--- config.mk ---
export PLATFORM = sky130hd
export DESIGN_NAME = reg_file_n
export DESIGN_NICKNAME = d
export VERILOG_FILES = /design/src/rtl/reg_file_n.sv
export SDC_FILE = /design/constraint.sdc
export NUM_CORES = 1
export LEC_CHECK = 0
export CAP_MARGIN = 20
export CORE_ASPECT_RATIO = 1.25
export CORE_MARGIN = 5
export CORE_UTILIZATION = 55
export DETAILED_ROUTE_END_ITERATION = 8
export MAX_ROUTING_LAYER = met4
export PLACE_DENSITY = 0.95
export RECOVER_POWER = 25
export SYNTH_ARGS = -nofsm -noshare
export SYNTH_HDL_FRONTEND = slang
export SYNTH_SLANG_ARGS = --single-unit
--- constraint.sdc ---
create_clock -name clk -period 3.1 [get_ports clk]
set_clock_uncertainty 0.15 [all_clocks]
set_input_delay 0.62 -clock clk [delete_from_list [all_inputs] [get_ports clk]]
set_output_delay 0.62 -clock clk [all_outputs]
set_load 0.03 [all_outputs]
--- src/rtl/reg_file_n.sv ---
// reg_file_n: DEPTH x WIDTH register file with two combinational read ports,
// one synchronous write port, optional write-to-read bypass, optional
// hardwired-zero register 0, and a sequenced bulk-clear engine.
module reg_file_n #(
    parameter int WIDTH   = 4,
    parameter int DEPTH   = 4,
    parameter int AW      = $clog2(DEPTH),
    parameter int BYPASS  = 1,
    parameter int ZERO_R0 = 0
) (
    input  logic             clk,
    input  logic             rst,
    input  logic             WE,
    input  logic [AW-1:0]    SEL_W,
    input  logic [WIDTH-1:0] IN_W,
    input  logic [AW-1:0]    SEL_A,
    input  logic [AW-1:0]    SEL_B,
    output logic [WIDTH-1:0] OUT_A,
    output logic [WIDTH-1:0] OUT_B,
    input  logic             CLR,
    output logic             BUSY
);

    typedef enum logic {
        ST_IDLE  = 1'b0,
        ST_CLEAR = 1'b1
    } state_t;

    localparam logic [AW-1:0] LAST_IDX = AW'(DEPTH - 1);
    localparam logic [AW-1:0] ONE_IDX  = AW'(1);
    localparam logic [AW-1:0] ZERO_IDX = {AW{1'b0}};

    state_t           state_q;
    logic [AW-1:0]    ptr_q;
    logic             busy_q;
    logic [WIDTH-1:0] regs_q [DEPTH];

    logic             wr_en_d;
    logic [AW-1:0]    wr_idx_d;
    logic [WIDTH-1:0] wr_data_d;
    logic             byp_ok_s;
    logic             w_is_r0_s;

    // Decode which register (if any) is written at the next edge: the clear
    // engine owns the port in CLEAR, CLR beats WE in IDLE, r0 may be read-only.
    always_comb begin
        wr_en_d   = 1'b0;
        wr_idx_d  = ZERO_IDX;
        wr_data_d = {WIDTH{1'b0}};
        w_is_r0_s = (ZERO_R0 != 0) && (SEL_W == ZERO_IDX);
        case (state_q)
            ST_IDLE: begin
                if (!CLR && WE && !w_is_r0_s) begin
                    wr_en_d   = 1'b1;
                    wr_idx_d  = SEL_W;
                    wr_data_d = IN_W;
                end else begin
                    wr_en_d = 1'b0;
                end
            end
            ST_CLEAR: begin
                wr_en_d   = 1'b1;
                wr_idx_d  = ptr_q;
                wr_data_d = {WIDTH{1'b0}};
            end
            default: begin
                wr_en_d = 1'b0;
            end
        endcase
    end

    // Forwarding is only legal for a write that will actually land this edge;
    // it is masked while reset is held so the ports read 0 during reset.
    always_comb begin
        if ((BYPASS != 0) && !rst && (state_q == ST_IDLE) && wr_en_d) begin
            byp_ok_s = 1'b1;
        end else begin
            byp_ok_s = 1'b0;
        end
    end

    // Read ports: hardwired zero first, then same-cycle forwarding, then array.
    always_comb begin
        if ((ZERO_R0 != 0) && (SEL_A == ZERO_IDX)) begin
            OUT_A = {WIDTH{1'b0}};
        end else if (byp_ok_s && (SEL_A == SEL_W)) begin
            OUT_A = IN_W;
        end else begin
            OUT_A = regs_q[SEL_A];
        end
        if ((ZERO_R0 != 0) && (SEL_B == ZERO_IDX)) begin
            OUT_B = {WIDTH{1'b0}};
        end else if (byp_ok_s && (SEL_B == SEL_W)) begin
            OUT_B = IN_W;
        end else begin
            OUT_B = regs_q[SEL_B];
        end
    end

    // Clear sequencer: IDLE -> CLEAR on CLR, walk ptr up to DEPTH-1, then back.
    always_ff @(posedge clk or posedge rst) begin
        if (rst) begin
            state_q <= ST_IDLE;
            ptr_q   <= ZERO_IDX;
            busy_q  <= 1'b0;
        end else begin
            case (state_q)
                ST_IDLE: begin
                    if (CLR) begin
                        state_q <= ST_CLEAR;
                        ptr_q   <= ZERO_IDX;
                        busy_q  <= 1'b1;
                    end else begin
                        state_q <= ST_IDLE;
                        ptr_q   <= ZERO_IDX;
                        busy_q  <= 1'b0;
                    end
                end
                ST_CLEAR: begin
                    if (ptr_q == LAST_IDX) begin
                        state_q <= ST_IDLE;
                        ptr_q   <= ZERO_IDX;
                        busy_q  <= 1'b0;
                    end else begin
                        state_q <= ST_CLEAR;
                        ptr_q   <= ptr_q + ONE_IDX;
                        busy_q  <= 1'b1;
                    end
                end
                default: begin
                    state_q <= ST_IDLE;
                    ptr_q   <= ZERO_IDX;
                    busy_q  <= 1'b0;
                end
            endcase
        end
    end

    // Register array: cleared by reset, otherwise takes the decoded write.
    always_ff @(posedge clk or posedge rst) begin
        if (rst) begin
            for (int i = 0; i < DEPTH; i++) begin
                regs_q[i] <= {WIDTH{1'b0}};
            end
        end else begin
            if (wr_en_d) begin
                regs_q[wr_idx_d] <= wr_data_d;
            end
        end
    end

    assign BUSY = busy_q;

endmodule

# == Yosys cells after proc, flatten, opt, wreduce, memory -nomap -nowiden ==
# Cells that the tools add are included.
# op_classes
n_addsub,1
order_cmp,4
n_eq_ne,3
n_mux,23
n_bitwise,4
n_reduce_logical,8
# ops
operator,n
$mux 4,8
$bmux 4 s2,2
$bwmux 16,1
$ge 3x3->1 const B,3
$not 2->3,3
$demux 4 s2,1
$pmux 2 s2,2
$pmux 4 s2,1
$logic_and 1x1->1,6
$eq 2x2->1,2
$mux 1,4
$mux 2,2
$pmux 1 s2,2
$lt 3x1->1 const B,1
$add 2x1->2 const B,1
$eq 2x2->1 const B,1
$logic_not 1->1,2
$not 1->1,1
# totals
register_bits,19
in_bits,14
output_inout_bits,9

# == Longest topological paths before layout ==
# Gate-level depths: netlist of the first run.
# logic_depth
depth_word,10
mapped_depth,4

# == Worst setup path after synthesis of the first run ==
# OpenSTA, ideal clock, no wires.
# synth_path
path_type,input to output
startpoint,input port SEL_B[0]
endpoint,output port OUT_B[0]
arrival_ps,1711
path_slack_ps,619
path_stages,3
cell_sequence,buf_2 > mux4_2 > mux2_1
# synth_via
elab_chain_cells,5
elab_cells_between_ends,7
classes_between,eq/ne: 1; mux: 4; bitwise: 1; reduce/logical: 1
# synth_rtl
element,line_no,text
start: declaration,17,"input logic [AW-1:0] SEL_B,"
$not 2->3 (implied by the code),96,OUT_B = regs_q[SEL_B];
$bmux 4 s2,96,
$mux 4 (implied by the code) (2 in a row),96,
$mux 4 *,93,end else if (byp_ok_s && (SEL_B == SEL_W)) begin
end: declaration,19,"output logic [WIDTH-1:0] OUT_B,"
# Every way passes the cells marked *; elsewhere a longest branch is shown, timed or not. The select of a mux whose other input is x is not followed.

# == Final worst setup path of the first run ==
# layout_path
startpoint,input port SEL_A[0]
endpoint,output port OUT_A[3]
# layout_via
elab_chain_cells,5
elab_cells_between_ends,7
classes_between,eq/ne: 1; mux: 4; bitwise: 1; reduce/logical: 1
# layout_rtl
element,line_no,text
start: declaration,16,"input logic [AW-1:0] SEL_A,"
$not 2->3 (implied by the code),89,OUT_A = regs_q[SEL_A];
$bmux 4 s2,89,
$mux 4 (implied by the code) (2 in a row),89,
$mux 4 *,86,end else if (byp_ok_s && (SEL_A == SEL_W)) begin
end: declaration,18,"output logic [WIDTH-1:0] OUT_A,"
# Marked as above.

==> impl_metrics.ini, run 1 <==
[timing]
fin_setup_tns_ns = 0
slew_viol_final = 0
setup_viol = 0
min_period_over_period_pct = 97.16
tightest_slew_ns = 0.7299
max_freq_mhz = 332.0
hold_viol = 0
layout_min_cycle_time_ns = 3.012
layout_setup_ws_ns = 0.08809
slew-limit-headroom_pct = 51.29
rsz0062_at_grt = no

[critical_path]
path_max_fanout = 5
rrSetupSlack_ns = 0.96
critical_path_class = in2out
start_kind = input pin
worstPathArrival_ns = 2.24
endpoint_kind = output pin
r2r_start = BUSY
timing.rr.end = regs_q[5]
worstRegToRegCells = 4
crit_path_start = SEL_A[0]
required_ns = 2.33

[place]
dp_hpwl_um = 2064
place.gp.congestion = 0.7914
portBuffers = 22
postPlaceCellArea_sq_mm = 0.001476
post-place-ws_ns = -0.3403

[power]
p_leak_nw = 0.6953
power_density_mw_per_mm2 = 646.9
vdd_ir_drop_max_v = 0.0004237

[clock_tree]
clk-insertion-delay-late_ns = 0.29
cts-resized-gates = 40
root_buffer = clkbuf_4
ctsHoldBuffers = 0
cts_setup_buffers = 0
clk_pin_slew_worst_paths_ns = 0.10
clkSinkCount = 19
numCtsBuffers = 3
clk_path_buf_depth = 2
cts_tree = done
htreeDepth = 1

[floorplan]
die_x_um = 51.65
core_sq_mm = 0.002027
fp.dieH_um = 62.06
top_level_ports = 23
rows = 18
start_util_pct = 58.83
die-area_sq_mm = 0.003205

[cells_and_area]
layout.nets = 129
final_area_sq_mm = 0.001460
syn_to_final_growth_pct = 22.46
drive_above_1_share_pct = 31.86
fillCellCount = 150
antenna_cells = 0

[global_route]
grt_antenna_before_repair = 0
grt_max_degree = 20
grt_pass1_vias = 929
grt_pass1_wl_um = 4367
overflow = 0
grt.total_usage_pct = 20.15

[route]
drt_pre_antenna_iters = 7
drt-total-wl_um = 2654
avgRoutedWirePerCell_um = 19.95
postRouteAntennaNets = 0
viasPerCell = 6.323
num_vias = 841
drtIter0Drc = 18
drc_errors = 0

[run_status]
outcome = finished, final reports clean

[synthesis]
synthesis.instances = 82
yosysWarningCount = 0
syn-num-nets = 97
syn-mean-instance-area_sq_um = 14.54
synth_cell_types = 23
syn_area_sq_mm = 0.001192
synth-seq-cells = 19
ys_seq_area_share_pct = 39.87

[run]
maxCapViolCount = 0

[hold_path]
holdPathEnd = ptr_q[0]
min_path_cells = 1
hold_start = ptr_q[0]
hp-class = reg2reg
==> worst max path at each step <==
stage               endpoint
floorplan           OUT_B[0]
global placement    OUT_B[1]
detailed placement  OUT_B[1]
CTS                 OUT_B[3]
global route        OUT_A[3]
finish              OUT_A[3]
==> cell usage after synthesis, drive strengths merged <==
| master | instances | area [sq um] |
|---|---|---|
| mux4 | 8 | 180.2 |
| a21oi | 3 | 22.52 |
| nand4bb | 1 | 11.26 |
| inv | 1 | 3.750 |
| o21ai | 2 | 17.52 |
| nor2 | 1 | 3.750 |
| nand3 | 2 | 20.02 |
| dfrtp | 19 | 475.5 |
| nor2b | 2 | 12.51 |
| buf | 3 | 21.27 |
| nor4b | 2 | 38.78 |
| nand2 | 1 | 3.750 |
| mux2 | 25 | 281.5 |
| nor3b | 1 | 7.510 |
| mux2i | 1 | 10.01 |
| ha | 1 | 12.51 |
| nor4bb | 1 | 10.01 |
| xnor2 | 4 | 35.03 |
| and2 | 4 | 25.02 |
==> flip-flops by register name, summed over array words and instances (netlist names) <==
signal	cells
BUSY	1
regs_q	16
ptr_q	2
==> stage by stage <==
stage | cells | power (mW) | hold slack (ns) | util [%]
after global placement | 129 | 0.8345 | 0.3219 | 72.84
after global routing | 133 | 0.9976 | 0.3933 | 72.04
final | 133 | 0.9445 | 0.3645 | 72.04
after floorplan | 82 | 0.7016 | 0.2958 | -
after detailed placement | 129 | 0.8541 | 0.3459 | 72.84
after CTS | 133 | 0.9548 | 0.3600 | 72.22
==> cells in the final DEF (no fill, tap or decap) <==
| cell type | Yosys | final |
|---|---|---|
| xnor2_1 | 4 | 4 |
| nor4b_4 | 1 | 1 |
| clkdlybuf4s50_1 | 0 | 14 |
| nand3_2 | 2 | 2 |
| mux2i_1 | 1 | 1 |
| ha_1 | 1 | 1 |
| mux2_2 | 1 | 1 |
| buf_4 | 0 | 7 |
| and2_0 | 0 | 1 |
| dfrtp_1 | 19 | 19 |
| nor3b_1 | 1 | 1 |
| mux4_2 | 8 | 8 |
| inv_1 | 1 | 1 |
| buf_2 | 2 | 8 |
| nor4bb_1 | 1 | 1 |
| nor2b_1 | 2 | 2 |
| mux2_1 | 24 | 24 |
| nand2_1 | 1 | 1 |
| o21ai_2 | 2 | 2 |
| a21oi_1 | 1 | 1 |
| and2_1 | 4 | 3 |
| nand4bb_1 | 1 | 1 |
| clkbuf_1 | 0 | 1 |
| clkinv_2 | 0 | 1 |
| a21oi_2 | 2 | 2 |
| clkbuf_4 | 0 | 3 |
| nor2_1 | 1 | 1 |
| nor4b_2 | 1 | 1 |
==> where the power goes <==
| group | switching, mW | internal, mW | leakage (nW) |
|---|---|---|---|
| clock network | 0.0782 | 0.0481 | 0.0177 |
| logic | 0.247 | 0.208 | 0.421 |
| registers | 0.0506 | 0.312 | 0.256 |
==> final cells by class <==
cell class,count,area [sq um],share of cell area (%)
Multi-Input combinational cell,59,691.9,47.39
Sequential cell,19,475.5,32.56
Timing Repair Buffer,30,236.5,16.20
Tap cell,20,25.02,1.714
Clock buffer,3,22.52,1.542
Clock inverter,1,5.005,0.3428
Inverter,1,3.754,0.2571
==> cell families after synthesis <==
group,after synthesis,share of synthesized area [%]
buffers and inverters,4,2.098
adders and majority gates,1,1.049
DFF,19,39.87
xor gates and xnor gates,4,2.938
muxes,34,39.56
AOI/OAI and AO/OA,5,3.358
and+or+nand+nor,15,11.12
==> critical path, stage by stage <==
cell             delay [ns]
clkdlybuf4s50_1        0.46
buf_4                  0.16
mux4_2                 0.51
mux2_1                 0.31
buf_2                  0.18
==> layer usage <==
| metal | up-vias | track usage [%] | part of all wire [%] |
|---|---|---|---|
| li1 | 374 | - | - |
| met1 | 432 | 21.88 | 39 |
| met2 | 33 | 36.91 | 54 |
| met3 | 2 | 1.909 | 6.1 |
| met4 | 0 | 10.11 | 1.2 |
| met5 | - | - | 0 |
Power figures use the tool's default switching activity.
==> run 2, diff against run 1 <==
--- a/config.mk
+++ b/config.mk
@@ -13,6 +13,7 @@
 export MAX_ROUTING_LAYER = met4
 export PLACE_DENSITY = 0.95
 export RECOVER_POWER = 25
+export SETUP_SLACK_MARGIN = 0.5
 export SYNTH_ARGS = -nofsm -noshare
 export SYNTH_HDL_FRONTEND = slang
 export SYNTH_SLANG_ARGS = --single-unit
==> impl_metrics.ini, run 2 (same netlist as run 1, synthesis figures left out) <==
[run_status]
outcome = finished, final reports clean

[critical_path]
critical_path_class = reg2out
endpoint_kind = output pin
crit_family = buffers and inverters
crit_cells = 2
crit_path_max_incr_delay_ns = 0.78
critPathBufInv = 2
worstPathCellList = clkbuf_1, clkdlybuf4s50_1
start_kind = register
cpMaxStageDelayCell = clkdlybuf4s50_1
worstPathArrival_ns = 1.89
path_max_fanout = 13
worstRegToRegCells = 4
required_ns = 2.33

[clock_tree]
clk-insertion-delay-late_ns = 0.29
numCtsBuffers = 3
htreeDepth = 1
clk_pin_slew_worst_paths_ns = 0.11
ctsHoldBuffers = 0
clkSinkCount = 19
cts_tree = done
root_buffer = clkbuf_4
clk_path_buf_depth = 2

[power]
vdd_ir_drop_max_v = 0.0004377
power_density_mw_per_mm2 = 639.9
p_leak_nw = 0.7568

[cells_and_area]
final_area_sq_mm = 0.001570
final_cell_mix = 19 x dfrtp_1, 16 x mux2_1, 10 x buf_6, 8 x mux4_2, 8 x mux2_4
antenna_cells = 0
layout.nets = 130
syn_to_final_growth_pct = 31.69
layout_commonest_cell = dfrtp_1
final_util_pct = 77.47
fillCellCount = 124
largest_register_ffs = 16
top_register = regs_q
drive_above_1_share_pct = 46.49

[timing]
min_period_over_period_pct = 85.81
tightest_slew_ns = 0.7307
hold_viol = 0
slew_viol_final = 0
setup_viol = 0
slew-limit-headroom_pct = 51.23
layout_setup_ws_ns = 0.4398
layout_min_cycle_time_ns = 2.660
rsz0062_at_grt = no
max_freq_mhz = 375.9

[floorplan]
core_sq_mm = 0.002027
rows = 18
die_x_um = 51.65
die-area_sq_mm = 0.003205
fp.dieH_um = 62.06
start_util_pct = 58.83
top_level_ports = 23

[place]
portBuffers = 22
dp_hpwl_um = 2064
post-place-ws_ns = -0.3403
place.gp.congestion = 0.7914
postPlaceCellArea_sq_mm = 0.001476

[global_route]
grt_pass1_vias = 945
overflow = 0
grt_max_degree = 20
grt_pass1_wl_um = 4416
grt_antenna_before_repair = 0
grt.total_usage_pct = 20.33

[route]
drt-total-wl_um = 2703
drtIter0Drc = 21
postRouteAntennaNets = 0
avgRoutedWirePerCell_um = 20.17
num_vias = 841
viasPerCell = 6.276
drt_pre_antenna_iters = 4
drc_errors = 0

[hold_path]
hp-class = in2async

[run]
maxCapViolCount = 0
[run 2: cell types whose count changed in the layout (fill, tap and decap cells not counted), sizes merged]
cell	previous run	this run
clkdlybuf4s50	14	5
buf	15	18
clkbuf	4	7
dlygate4sd2	0	3
clkdlybuf4s15	0	1
[run 2: area by class of cell]
cell class | instances | area (sq um) | area share [%]
clock inverter | 1 | 5.005 | 0.3187
sequential | 19 | 475.5 | 30.28
multi-input combinational | 59 | 767.0 | 48.84
tap | 20 | 25.02 | 1.594
clock buffer | 3 | 22.52 | 1.434
timing repair buffer | 31 | 271.5 | 17.29
inverter | 1 | 3.754 | 0.2390
[run 2: metal layers]
layer / wire [um] / vias to the layer above / GRT usage [%]
li1: - / 375 / -
met1: 1099 / 443 / 22.73
met2: 1466 / 21 / 36.73
met3: 106 / 2 / 1.671
met4: 31 / 0 / 10.11
met5: 0 / - / -
[run 2: stage by stage]
| step | hold slack (ns) | instances | setup TNS (ns) | power, mW |
|---|---|---|---|---|
| 2_1_floorplan | 0.2958 | 82 | 0 | 0.7016 |
| 3_3_place_gp | 0.3219 | 129 | -2.447 | 0.8345 |
| 3_5_place_dp | 0.3459 | 129 | -2.624 | 0.8541 |
| 4_1_cts | 0.3180 | 134 | 0 | 1.016 |
| 5_1_grt | 0.3606 | 134 | 0 | 1.060 |
| 6_report | 0.3052 | 134 | 0 | 1.005 |
[run 2: where the power goes]
group / total, mW / leakage (nW) / internal, mW / switching (mW)
clock network: 0.124 / 0.0177 / 0.0480 / 0.0756
logic: 0.518 / 0.483 / 0.256 / 0.262
registers: 0.363 / 0.256 / 0.312 / 0.0509
[run 2: repair_timing]
action | 4_1_cts | 5_1_grt
setup buffers | 1 | 0
pin swaps | 3 | 5
endpoints found under the setup margin | 8 | 8
resized for setup | 92 | 4
[run 2: path summary, 6_finish.rpt]
check / start / endpoint / slack, ns
min in group clk: ptr_q[0] / ptr_q[0] / 0.36
max in group asynchronous: rst / ptr_q[0] / 2.02
max reg2reg: BUSY / regs_q[5] / 0.93
min reg2reg: ptr_q[0] / ptr_q[0] / 0.36
max: BUSY / BUSY / 0.44
min: rst / regs_q[6] / 0.31
